--- src/rtl/riscv_pkg.sv ---
// Shared definitions for the memory/writeback stage.
package riscv_pkg;

  localparam int unsigned XLEN = 32;

  // Load funct3 encodings
  localparam logic [2:0] LB  = 3'b000;
  localparam logic [2:0] LH  = 3'b001;
  localparam logic [2:0] LW  = 3'b010;
  localparam logic [2:0] LBU = 3'b100;
  localparam logic [2:0] LHU = 3'b101;

  typedef enum logic [1:0] {
    IDLE,
    MEM_REQ,
    MEM_WAIT,
    WB
  } wb_state_t;

  // True when funct3 names a supported load and the address suits its size.
  function automatic logic load_ok(input logic [2:0] funct3, input logic [1:0] lane);
    logic ok;
    case (funct3)
      LB, LBU: ok = 1'b1;
      LH, LHU: ok = (lane[0] == 1'b0);
      LW:      ok = (lane == 2'b00);
      default: ok = 1'b0;
    endcase
    return ok;
  endfunction

endpackage

--- src/rtl/mem_wb_stage_load_align.sv ---
// Selects the addressed byte/halfword lane of a read word and extends it.
module load_align
  import riscv_pkg::*;
#(
  parameter int unsigned XLEN = riscv_pkg::XLEN
) (
  input  logic [XLEN-1:0] rdata,
  input  logic [1:0]      addr,
  input  logic [2:0]      funct3,
  output logic [XLEN-1:0] data
);

  logic [7:0]  byte_v;
  logic [15:0] half_v;

  // Lane extraction and sign/zero extension
  always_comb begin
    byte_v = rdata[{addr, 3'b000} +: 8];
    half_v = rdata[{addr[1], 4'b0000} +: 16];
    case (funct3)
      LB:      data = {{(XLEN-8){byte_v[7]}}, byte_v};
      LBU:     data = {{(XLEN-8){1'b0}}, byte_v};
      LH:      data = {{(XLEN-16){half_v[15]}}, half_v};
      LHU:     data = {{(XLEN-16){1'b0}}, half_v};
      default: data = rdata;
    endcase
  end

endmodule

--- src/rtl/mem_wb_stage.sv ---
// Memory/writeback stage: retires one instruction at a time, runs loads
// against data memory with a timeout, and drives a one-cycle regfile write.
module mem_wb_stage
  import riscv_pkg::*;
#(
  parameter int unsigned XLEN        = riscv_pkg::XLEN,
  parameter int unsigned TIMEOUT_CYC = 255
) (
  input  logic            clk,
  input  logic            rst_n,
  input  logic            ex_valid,
  output logic            ex_ready,
  input  logic            ex_we,
  input  logic [4:0]      ex_rd,
  input  logic            ex_is_load,
  input  logic [2:0]      ex_funct3,
  input  logic [XLEN-1:0] ex_addr,
  input  logic [XLEN-1:0] ex_result,
  output logic            dmem_req,
  output logic [XLEN-1:0] dmem_addr,
  input  logic            dmem_gnt,
  input  logic            dmem_rvalid,
  input  logic [XLEN-1:0] dmem_rdata,
  output logic            rf_we,
  output logic [4:0]      rf_wa,
  output logic [XLEN-1:0] rf_wdata,
  output logic            load_err
);

  localparam int unsigned CW = (TIMEOUT_CYC > 2) ? $clog2(TIMEOUT_CYC) : 1;

  wb_state_t       state, state_d;
  logic [CW-1:0]   cnt, cnt_d;
  logic            rf_we_d, load_err_d, req_d;
  logic [4:0]      rf_wa_d;
  logic [XLEN-1:0] rf_wdata_d, addr_d;
  logic            we_q, we_d;
  logic [4:0]      rd_q, rd_d;
  logic [2:0]      f3_q, f3_d;
  logic [1:0]      lane_q, lane_d;
  logic [XLEN-1:0] aligned;
  logic            accept, last;

  load_align #(.XLEN(XLEN)) u_align (
    .rdata  (dmem_rdata),
    .addr   (lane_q),
    .funct3 (f3_q),
    .data   (aligned)
  );

  assign ex_ready = (state == IDLE) || (state == WB);
  assign accept   = ex_valid && ex_ready;
  assign last     = (cnt == CW'(TIMEOUT_CYC - 1));

  // Next-state and registered-output computation
  always_comb begin
    state_d    = state;
    cnt_d      = cnt;
    rf_we_d    = 1'b0;
    load_err_d = 1'b0;
    rf_wa_d    = rf_wa;
    rf_wdata_d = rf_wdata;
    req_d      = dmem_req;
    addr_d     = dmem_addr;
    we_d       = we_q;
    rd_d       = rd_q;
    f3_d       = f3_q;
    lane_d     = lane_q;
    case (state)
      IDLE, WB: begin
        state_d = IDLE;
        if (accept) begin
          we_d   = ex_we;
          rd_d   = ex_rd;
          f3_d   = ex_funct3;
          lane_d = ex_addr[1:0];
          if (!ex_is_load) begin
            state_d    = WB;
            rf_we_d    = ex_we && (ex_rd != 5'd0);
            rf_wa_d    = ex_rd;
            rf_wdata_d = ex_result;
          end else if (!load_ok(ex_funct3, ex_addr[1:0])) begin
            load_err_d = 1'b1;
          end else begin
            state_d = MEM_REQ;
            req_d   = 1'b1;
            addr_d  = {ex_addr[XLEN-1:2], 2'b00};
            cnt_d   = '0;
          end
        end
      end
      MEM_REQ: begin
        if (dmem_gnt && dmem_rvalid) begin
          req_d      = 1'b0;
          state_d    = WB;
          rf_we_d    = we_q && (rd_q != 5'd0);
          rf_wa_d    = rd_q;
          rf_wdata_d = aligned;
        end else if (dmem_gnt) begin
          // Saturate so a grant on the final budget cycle leaves MEM_WAIT
          // no further cycles before timing out.
          req_d   = 1'b0;
          state_d = MEM_WAIT;
          cnt_d   = last ? cnt : cnt + CW'(1);
        end else if (last) begin
          req_d      = 1'b0;
          load_err_d = 1'b1;
          state_d    = IDLE;
        end else begin
          cnt_d = cnt + CW'(1);
        end
      end
      MEM_WAIT: begin
        if (dmem_rvalid) begin
          state_d    = WB;
          rf_we_d    = we_q && (rd_q != 5'd0);
          rf_wa_d    = rd_q;
          rf_wdata_d = aligned;
        end else if (last) begin
          load_err_d = 1'b1;
          state_d    = IDLE;
        end else begin
          cnt_d = cnt + CW'(1);
        end
      end
      default: state_d = IDLE;
    endcase
  end

  // State, counter, latched instruction fields and registered outputs
  always_ff @(posedge clk or negedge rst_n) begin
    if (!rst_n) begin
      state     <= IDLE;
      cnt       <= '0;
      rf_we     <= 1'b0;
      rf_wa     <= '0;
      rf_wdata  <= '0;
      load_err  <= 1'b0;
      dmem_req  <= 1'b0;
      dmem_addr <= '0;
      we_q      <= 1'b0;
      rd_q      <= '0;
      f3_q      <= '0;
      lane_q    <= '0;
    end else begin
      state     <= state_d;
      cnt       <= cnt_d;
      rf_we     <= rf_we_d;
      rf_wa     <= rf_wa_d;
      rf_wdata  <= rf_wdata_d;
      load_err  <= load_err_d;
      dmem_req  <= req_d;
      dmem_addr <= addr_d;
      we_q      <= we_d;
      rd_q      <= rd_d;
      f3_q      <= f3_d;
      lane_q    <= lane_d;
    end
  end

endmodule
--- config.mk ---
export PLATFORM = sky130hd
export DESIGN_NAME = mem_wb_stage
export DESIGN_NICKNAME = d
export VERILOG_FILES = /design/src/rtl/riscv_pkg.sv /design/src/rtl/mem_wb_stage_load_align.sv /design/src/rtl/mem_wb_stage.sv
export SDC_FILE = /design/constraint.sdc
export NUM_CORES = 1
export LEC_CHECK = 0
export CORE_MARGIN = 5
export CORE_UTILIZATION = 48
export DETAILED_ROUTE_END_ITERATION = 8
export PLACE_DENSITY = 0.86
export SYNTH_ARGS = -nofsm -noshare
export SYNTH_HDL_FRONTEND = slang
export SYNTH_SLANG_ARGS = --single-unit
--- constraint.sdc ---
create_clock -name clk -period 3.3 [get_ports clk]
set_input_delay 0.33 -clock clk [delete_from_list [all_inputs] [get_ports clk]]
set_output_delay 0.33 -clock clk [all_outputs]
set_load 0.1 [all_outputs]
; ---- Yosys cells after proc, flatten, opt, wreduce, memory -nomap -nowiden
; Index checks and enable logic that the tools add are counted.
[word_totals]
out_inout_bits = 73
in_bits = 111
register_bits = 91
elab_cells = 106
[op_classes]
eq_ne = 20
bitwise = 1
reduce_logical = 20
n_mux = 50
addsub = 1
shifts = 2
[op_table]
columns = op, n
row1 = $mux 32, 4
row2 = $pmux 32 s4, 1
row3 = $pmux 32 s3, 1
row4 = $mux 8, 6
row5 = $shiftx 32x6->16, 1
row6 = $shiftx 32x6->8, 1
row7 = $pmux 8 s3, 1
row8 = $mux 1, 21
row9 = $mux 5, 4
row10 = $ne 2x2->1 const B, 8
row11 = $pmux 5 s3, 1
row12 = $eq 3x3->1 const B, 4
row13 = $mux 2, 6
row14 = $reduce_and 5->1, 2
row15 = $reduce_bool 5->1, 2
row16 = $pmux 1 s3, 3
row17 = $add 8x1->8 const B, 1
row18 = $eq 8x8->1 const B, 1
row19 = $reduce_and 4->1, 2
row20 = $eq 3x1->1 const B, 2
row21 = $logic_not 3->1, 2
row22 = $pmux 2 s3, 1
row23 = $reduce_or 2->1, 3
row24 = $eq 2x2->1 const B, 2
row25 = 10 further kinds, 14

; ---- Logic depth before layout (Yosys ltp)
; Gate-level depths: netlist of run 1.
[depth]
ltp_word = 10
depth_mapped = 8
depth_no_buf = 6

; ---- By module
; Synthesis of run 1 repeated with hierarchy kept, for this count alone.
[hier_totals]
hier_cells = 458
hier_area_um2 = 4914.7
[modules_own_cells]
columns = mod, area_each_um2, instances, cells_per_inst, seq_area_each_um2
row1 = mem_wb_stage, 4286.6, 1, 349, 2277.2
row2 = load_align, 628.1, 1, 109, 0.0

; ---- Least setup slack after synthesis of run 1
; OpenSTA, ideal clock, no wires.
[synth_path]
kind = flip-flop to flip-flop
from = register state[0]
to = register rf_we
synth_period_minus_slack_ns = 2.410
setup_time_ns = 0.083
path_slack_ns = 0.890
stages_incl_launch_ff = 9
arrival_ns = 2.327
t_required_ns = 3.217
path_buffers = 2
cell_sequence = dfrtp_1 > inv_1 > ha_1 > clkbuf_1 > nand2_1 > buf_1 > nor3b_1 > o21ai_0 > o21ai_0
[synth_via]
elab_chain_len = 5
[synth_lines]
columns = element, line
row1 = from (decl), mem_wb_stage.sv:32  ; wb_state_t state, state_d;
row2 = from (signal assigned), mem_wb_stage.sv:146  ; state <= state_d;
row3 = $eq 2x2->1 / $logic_not 2->1 (equally long branches), mem_wb_stage.sv:51  ; assign ex_ready = (state == IDLE) || (state == WB);
row4 = $logic_or 1x1->1 (*), mem_wb_stage.sv:51
row5 = net ex_ready, mem_wb_stage.sv:12  ; output logic ex_ready,
row6 = $logic_and 1x1->1 (*), mem_wb_stage.sv:52  ; assign accept = ex_valid && ex_ready;
row7 = $mux 1 (*), mem_wb_stage.sv:72  ; if (accept) begin
row8 = $pmux 1 s3 (*), mem_wb_stage.sv:69  ; case (state)
row9 = net rf_we_d, mem_wb_stage.sv:34  ; logic rf_we_d, load_err_d, req_d;
row10 = to (signal assigned), mem_wb_stage.sv:148  ; rf_we <= rf_we_d;
row11 = to (decl), mem_wb_stage.sv:24  ; output logic rf_we,
; Mark *: on every way through the listed nets, which the timed path passes. The rest lies on a longest branch.
; A chain may end at the register's enable or synchronous reset.

; ---- Final worst setup path of run 1
[layout_path]
from = register state[1]
to = register rf_wdata[14]
[layout_via]
elab_chain_len = 5
[layout_lines]
columns = element, line
row1 = $eq 2x2->1 / $logic_not 2->1 (equally long branches), "mem_wb_stage.sv:51, mem_wb_stage.sv:69"
row2 = $logic_or 1x1->1, mem_wb_stage.sv:51
row3 = $logic_and 1x1->1, mem_wb_stage.sv:52
row4 = $ne 2x2->1 (no source line), n/a
row5 = $reduce_and 4->1 (no source line), n/a
row6 = to (signal assigned), mem_wb_stage.sv:150  ; rf_wdata <= rf_wdata_d;
row7 = to (decl), mem_wb_stage.sv:26  ; output logic [XLEN-1:0] rf_wdata,
; Parallel ways exist; a longest one is shown, timed or not.

==> metrics, run 1 <==
status=finished clean; Die Wd=between 100 and 150 um; Synth Register Bits=91; # diodes=0; WP data required=3.56 ns; gr ovfl total=0; Die H=111 um; vias in the first global route=~4.6k; final hold vios=0; DP Wirelength=11.8 mm; area of the mapped netlist=approximately 4900 sq um; Mapped Avg Cell Area=10.5 sq um; FILL cells=704; Gate Count Post-Synth=about 460; buffers plus inverters on the worst setup path=1; CTS Buf Count=9; Clock Root Buffer=clkbuf_8; clk_lat worst skew=approximately 0.37 ns; Area growth syn-to-layout=43.5%; ys async rst share=100%; DRT Wirelength=~16 mm; via/cell ratio=5.93; vias post-DR=4,532; period utilization=82.4%; worst slew pin tran=roughly 1.2 ns; initial antenna violation count=0; Max Clk Rate=0.368 GHz; Clock Tree Buf Depth=2; antenna-violating nets left=0; Worst-path clk slew=0.10 ns; Final setup violation count=0; Fin Setup TNS=0 ns; Layout Nets=741; Max Cap Viol=0; CTS tree=built; PortBufs=181; layout cells sized above 1=12.4%; total die area=12,300 sq um; clock sinks=91; RSZ-0062 raised after global routing=no; Main synth FF type=dfrtp_1; Pre-antenna DRT Iters=5; arrival time worst endpoint=approximately 3 ns; htree depth=3; Crit path largest cell delay=1.00 ns; Resized Gates After CTS=0; Worst setup EP type=flop; Rows=36; skew final=approximately 0.013 ns; hold crit path type=in -> async; Post-synth EDFFs=0; CP top delay family=compound AO/OA/AOI/OAI gates; CP max FO=40; CP cell instances=inv_1 > ha_1 > nor2b_1 > a211o_1 > nor3_1 > a211oi_1; drt initial violations=~370; # IOs=184; Crit Path Class=reg -> reg; initial core utilization=just under 50%; Critical-path top delay cell=a211o_1; WL/cell=20.5 um; Startpoint Class=flop; total track usage=25.0%; max-slew violations=0; core area=9860 sq um; DRC Markers=0; Yosys warnings=0; sequential area share after synthesis=46.7%; first-pass GRT wire length=24.9 mm; GPL Wtd Cong=0.845; post-route minimum period=2.72 ns; pin count of the biggest net entering global routing=slightly above 40; Slew HR=16.9%; Synth cell types=61
Yosys cell counts (3+ instances only):
master,instances,share of area [%]
o21ai_0,24,2.5
o21ai_1,13,1.3
nor2_1,18,1.4
ha_1,4,1.0
a211oi_1,9,1.4
inv_1,13,1.0
nand3_1,6,0.62
o21a_1,16,2.5
nand2_1,18,1.4
buf_4,3,0.46
a22o_1,22,3.9
a21o_1,5,0.77
nor2b_1,4,0.51
buf_2,10,1.0
nor3b_1,4,0.62
clkbuf_1,24,1.8
or4_1,3,0.46
a21oi_1,39,4.0
o211ai_1,3,0.46
mux2_2,44,10
a22oi_1,9,1.4
nor3_1,7,0.72
dfrtp_1,91,47
nand2b_1,4,0.51
a32oi_1,3,0.54
mux2i_1,20,4.1
o2bb2ai_1,6,1.1
logic make-up (layout without fill, tap and decap cells):
family / Yosys count / count (layout) / synth area share, %
compound gates: 174 / 174 / 24.5
flops: 91 / 91 / 46.7
simple gates: 74 / 74 / 7.72
mux: 66 / 66 / 15.1
buf+inv: 53 / 220 / 4.87
fa+ha+maj: 4 / 4 / 1.03
other cells: 1 / 2 / 0.0769
cell usage in the layout (no fill, tap or decap), types with 16 or more instances in the layout:
cell type	count
clkdlybuf4s50_1	179
dfrtp_1	91
mux2_2	44
a21oi_1	39
o21ai_0	24
a22o_1	22
mux2i_1	20
nand2_1	18
nor2_1	18
o21a_1	16
routing by layer:
| metal | routed length [um] | up-vias | track usage, % |
|---|---|---|---|
| met2 | 8070 | 213 | 43.6 |
| met4 | 489 | 0 | 9.69 |
| met1 | 6180 | 2227 | 30.6 |
| li1 | - | 2054 | - |
| met5 | 0 | - | 0 |
| met3 | 880 | 38 | 4.64 |
path summary, 6_finish.rpt:
path,startpoint,end,slack [ns],cells past startpoint
worst max register to register,state[1],rf_wdata[14],0.58,6
worst max-delay path,state[1],rf_wdata[14],0.58,6
worst min-delay path,rst_n,rf_wdata[25],0.43,2
max in group asynchronous,rst_n,rd_q[3],2.03,3
min in group clk,rf_wa[0],rf_wa[0],0.50,2
worst min register to register,rf_wa[0],rf_wa[0],0.50,2
cell type report:
cell class | instances | area, sq um | share of cell area [%]
flip-flops and latches | 91 | 2280 | 32.5
inverters | 13 | 48.8 | 0.697
clock buffers | 10 | 138 | 1.97
well taps | 133 | 166 | 2.38
repair buffers | 191 | 1900 | 27.1
multi-input cells | 320 | 2380 | 34.0
clock inverters | 6 | 96.3 | 1.38
sequential cells by signal, summed over array words and instances (netlist names):
name	cells
lane_q	2
f3_q	3
rf_we	1
rd_q	5
we_q	1
state	2
cnt	8
dmem_req	1
load_err	1
dmem_addr	30
rf_wa	5
rf_wdata	32
stage by stage:
step | cell area (sq um) | hold WS (ns) | std cells | worst slack, ns | utilization [%]
2_1_floorplan | 4880 | 0.0344 | 464 | 0.890 | -
3_3_place_gp | 6760 | 0.280 | 747 | 0.716 | 68.5
3_5_place_dp | 6760 | 0.295 | 747 | 0.532 | 68.5
4_1_cts | 7000 | 0.434 | 764 | 0.579 | 71.0
5_1_grt | 7000 | 0.453 | 764 | 0.400 | 71.0
6_report | 7000 | 0.431 | 764 | 0.581 | 71.0
timing repair:
item / in CTS / in global routing
hold buffers: 1 / 0
buffers inserted: 0 / 0
hold endpoints to repair: 30 / 0
Power of run 1 is left out: the tool's default activity adds up to more than one toggle a clock period on the data nets, which glitch-free logic cannot reach.
==> inputs of run 2 (changes only) <==
- CORE_UTILIZATION: 48 -> 45
- PLACE_DENSITY: 0.86 -> 0.81
- clock period: 3.3 -> 2.79 ns (I/O delays scaled with it)
==> metrics, run 2 (same netlist as run 1, synthesis figures left out) <==
Die H=114 um (+3.0%); most frequent cells in the layout=clkdlybuf4s50_1, dfrtp_1, buf_4; DRT Wirelength=15.3 mm (-2.2%); cts hold-fix bufs=1 (unchanged); Clock Root Buffer=clkbuf_8; Die Wd=114 um (+3.0%); WL/cell=19.7 um (-3.8%); initial antenna violation count=0 (unchanged); vias post-DR=4,461 (-1.6%); M3 GR Usage=3.81% (-0.83 points); final instance area=6890 sq um (-1.6%); skew final=0.0138 ns (+0.000880 ns); Rows=38 (+5.6%); Resized Gates After CTS=0 (unchanged); Area growth syn-to-layout=41.2%; max FFs per register=32 (unchanged); clk_lat worst skew=0.36 ns (about the same); status=finished clean; Slew HR=50.9% (+34 points); max-slew violations=0 (unchanged); final core utilization=64.1% (-6.9 points); post-route minimum period=2.18 ns (-0.539 ns); pin count of the biggest net entering global routing=57 (+39%); gr ovfl total=0 (unchanged); most common cell after layout, fill and taps aside=clkdlybuf4s50_1; arrival time worst endpoint=2.47 ns (-0.51 ns); # IOs=184 (unchanged); total track usage=23.3% (-1.7 points); Crit Path Class=reg -> reg; CP max FO=20 (-50%); Worst setup EP type=flop; Biggest register=rf_wdata; # diodes=0 (unchanged); Startpoint Class=flop; layout cells sized above 1=23.9% (+12 points); via/cell ratio=5.75 (-3.1%); worst slew pin tran=0.737 ns (-0.510 ns); Max Cap Viol=0 (unchanged); final hold vios=0 (unchanged); Layout Nets=746 (+0.67%); Setup Fix Bufs, Post-CTS=0 (unchanged); CTS tree=built; GRT met2 Usage=40.8% (-2.8 points); period utilization=78.1% (-4.3 points); Clock Tree Buf Depth=2 (unchanged); Final setup violation count=0 (unchanged); GPL Wtd Cong=0.906 (+7.2%); DP Wirelength=11.6 mm (-1.8%); initial core utilization=45.4% (-4.1 points); clock sinks=91 (unchanged); RSZ-0062 raised after global routing=no; CTS Buf Count=9 (unchanged); hold crit path type=reg -> reg; antenna-violating nets left=0 (unchanged); GR peak layer=met2; Pre-antenna DRT Iters=5 (unchanged); PortBufs=181 (unchanged); placed inst area=6650 sq um (-1.5%); WP data required=3.08 ns (-0.48 ns); drt initial violations=436 (+19%); Max Clk Rate=0.459 GHz (+25%); first-pass GRT wire length=24.0 mm (-3.7%); total die area=13,000 sq um (+6.1%); Largest regs=rf_wdata (32), dmem_addr (30), cnt (8); htree depth=3 (unchanged); core area=10,700 sq um (+8.9%); DRC Markers=0 (unchanged); GRT met1 Usage=28.2% (-2.4 points); vias in the first global route=4,625 (-0.11%); Worst-path clk slew=0.10 ns (about the same); Fin Setup TNS=0 ns (unchanged)
run 2: cell count changes in the layout (fill, tap and decap cells not counted), sizes merged:
cell | previous run | this run
buf | 11 | 86
clkdlybuf4s50 | 179 | 109
run 2: layout make-up:
cell class / count / area, sq um
Clock inverter: 6 / 96.3
Fill cell: 839 / 3860
Clock buffer: 10 / 128
Timing Repair Buffer: 196 / 1780
Inverter: 13 / 48.8
Sequential cell: 91 / 2280
Tap cell: 140 / 175
Multi-Input combinational cell: 320 / 2380
run 2: path summary, 6_finish.rpt:
check | cells after the start | slack (ns) | start | end
max | 8 | 0.61 | state[0] | rf_wdata[6]
min | 2 | 0.50 | rf_wa[0] | rf_wa[0]
max reg2reg | 8 | 0.61 | state[0] | rf_wdata[6]
min reg2reg | 2 | 0.50 | rf_wa[0] | rf_wa[0]
max in group asynchronous | 3 | 1.62 | rst_n | dmem_addr[17]
min in group asynchronous | 2 | 0.52 | rst_n | rf_wdata[21]
run 2: per-stage QoR:
step                setup slack (ns)  cells  hold slack, ns
floorplan                      0.380    464         -0.0166
global placement               0.462    759           0.387
detailed placement             0.393    759           0.391
CTS                            0.638    776           0.499
global route                   0.409    776           0.511
finish                         0.610    776           0.501
run 2: critical path, stage by stage, from the launching register on:
cell and delay [ns]:
dfrtp_1 0.38, inv_1 0.05, ha_1 0.32, buf_4 0.22
inv_1 0.23, buf_4 0.28, buf_4 0.26, o221ai_1 0.18
a21oi_1 0.16
run 2: routing by layer:
layer / vias to the layer above / wire length, um / part of all wire [%]
met4: 0 / 474 / 3.1
met1: 2158 / 5720 / 37
met3: 35 / 1080 / 7.1
li1: 2060 / - / -
met5: - / 0 / 0
met2: 208 / 8000 / 52
Power of run 2 is left out for the same reason.
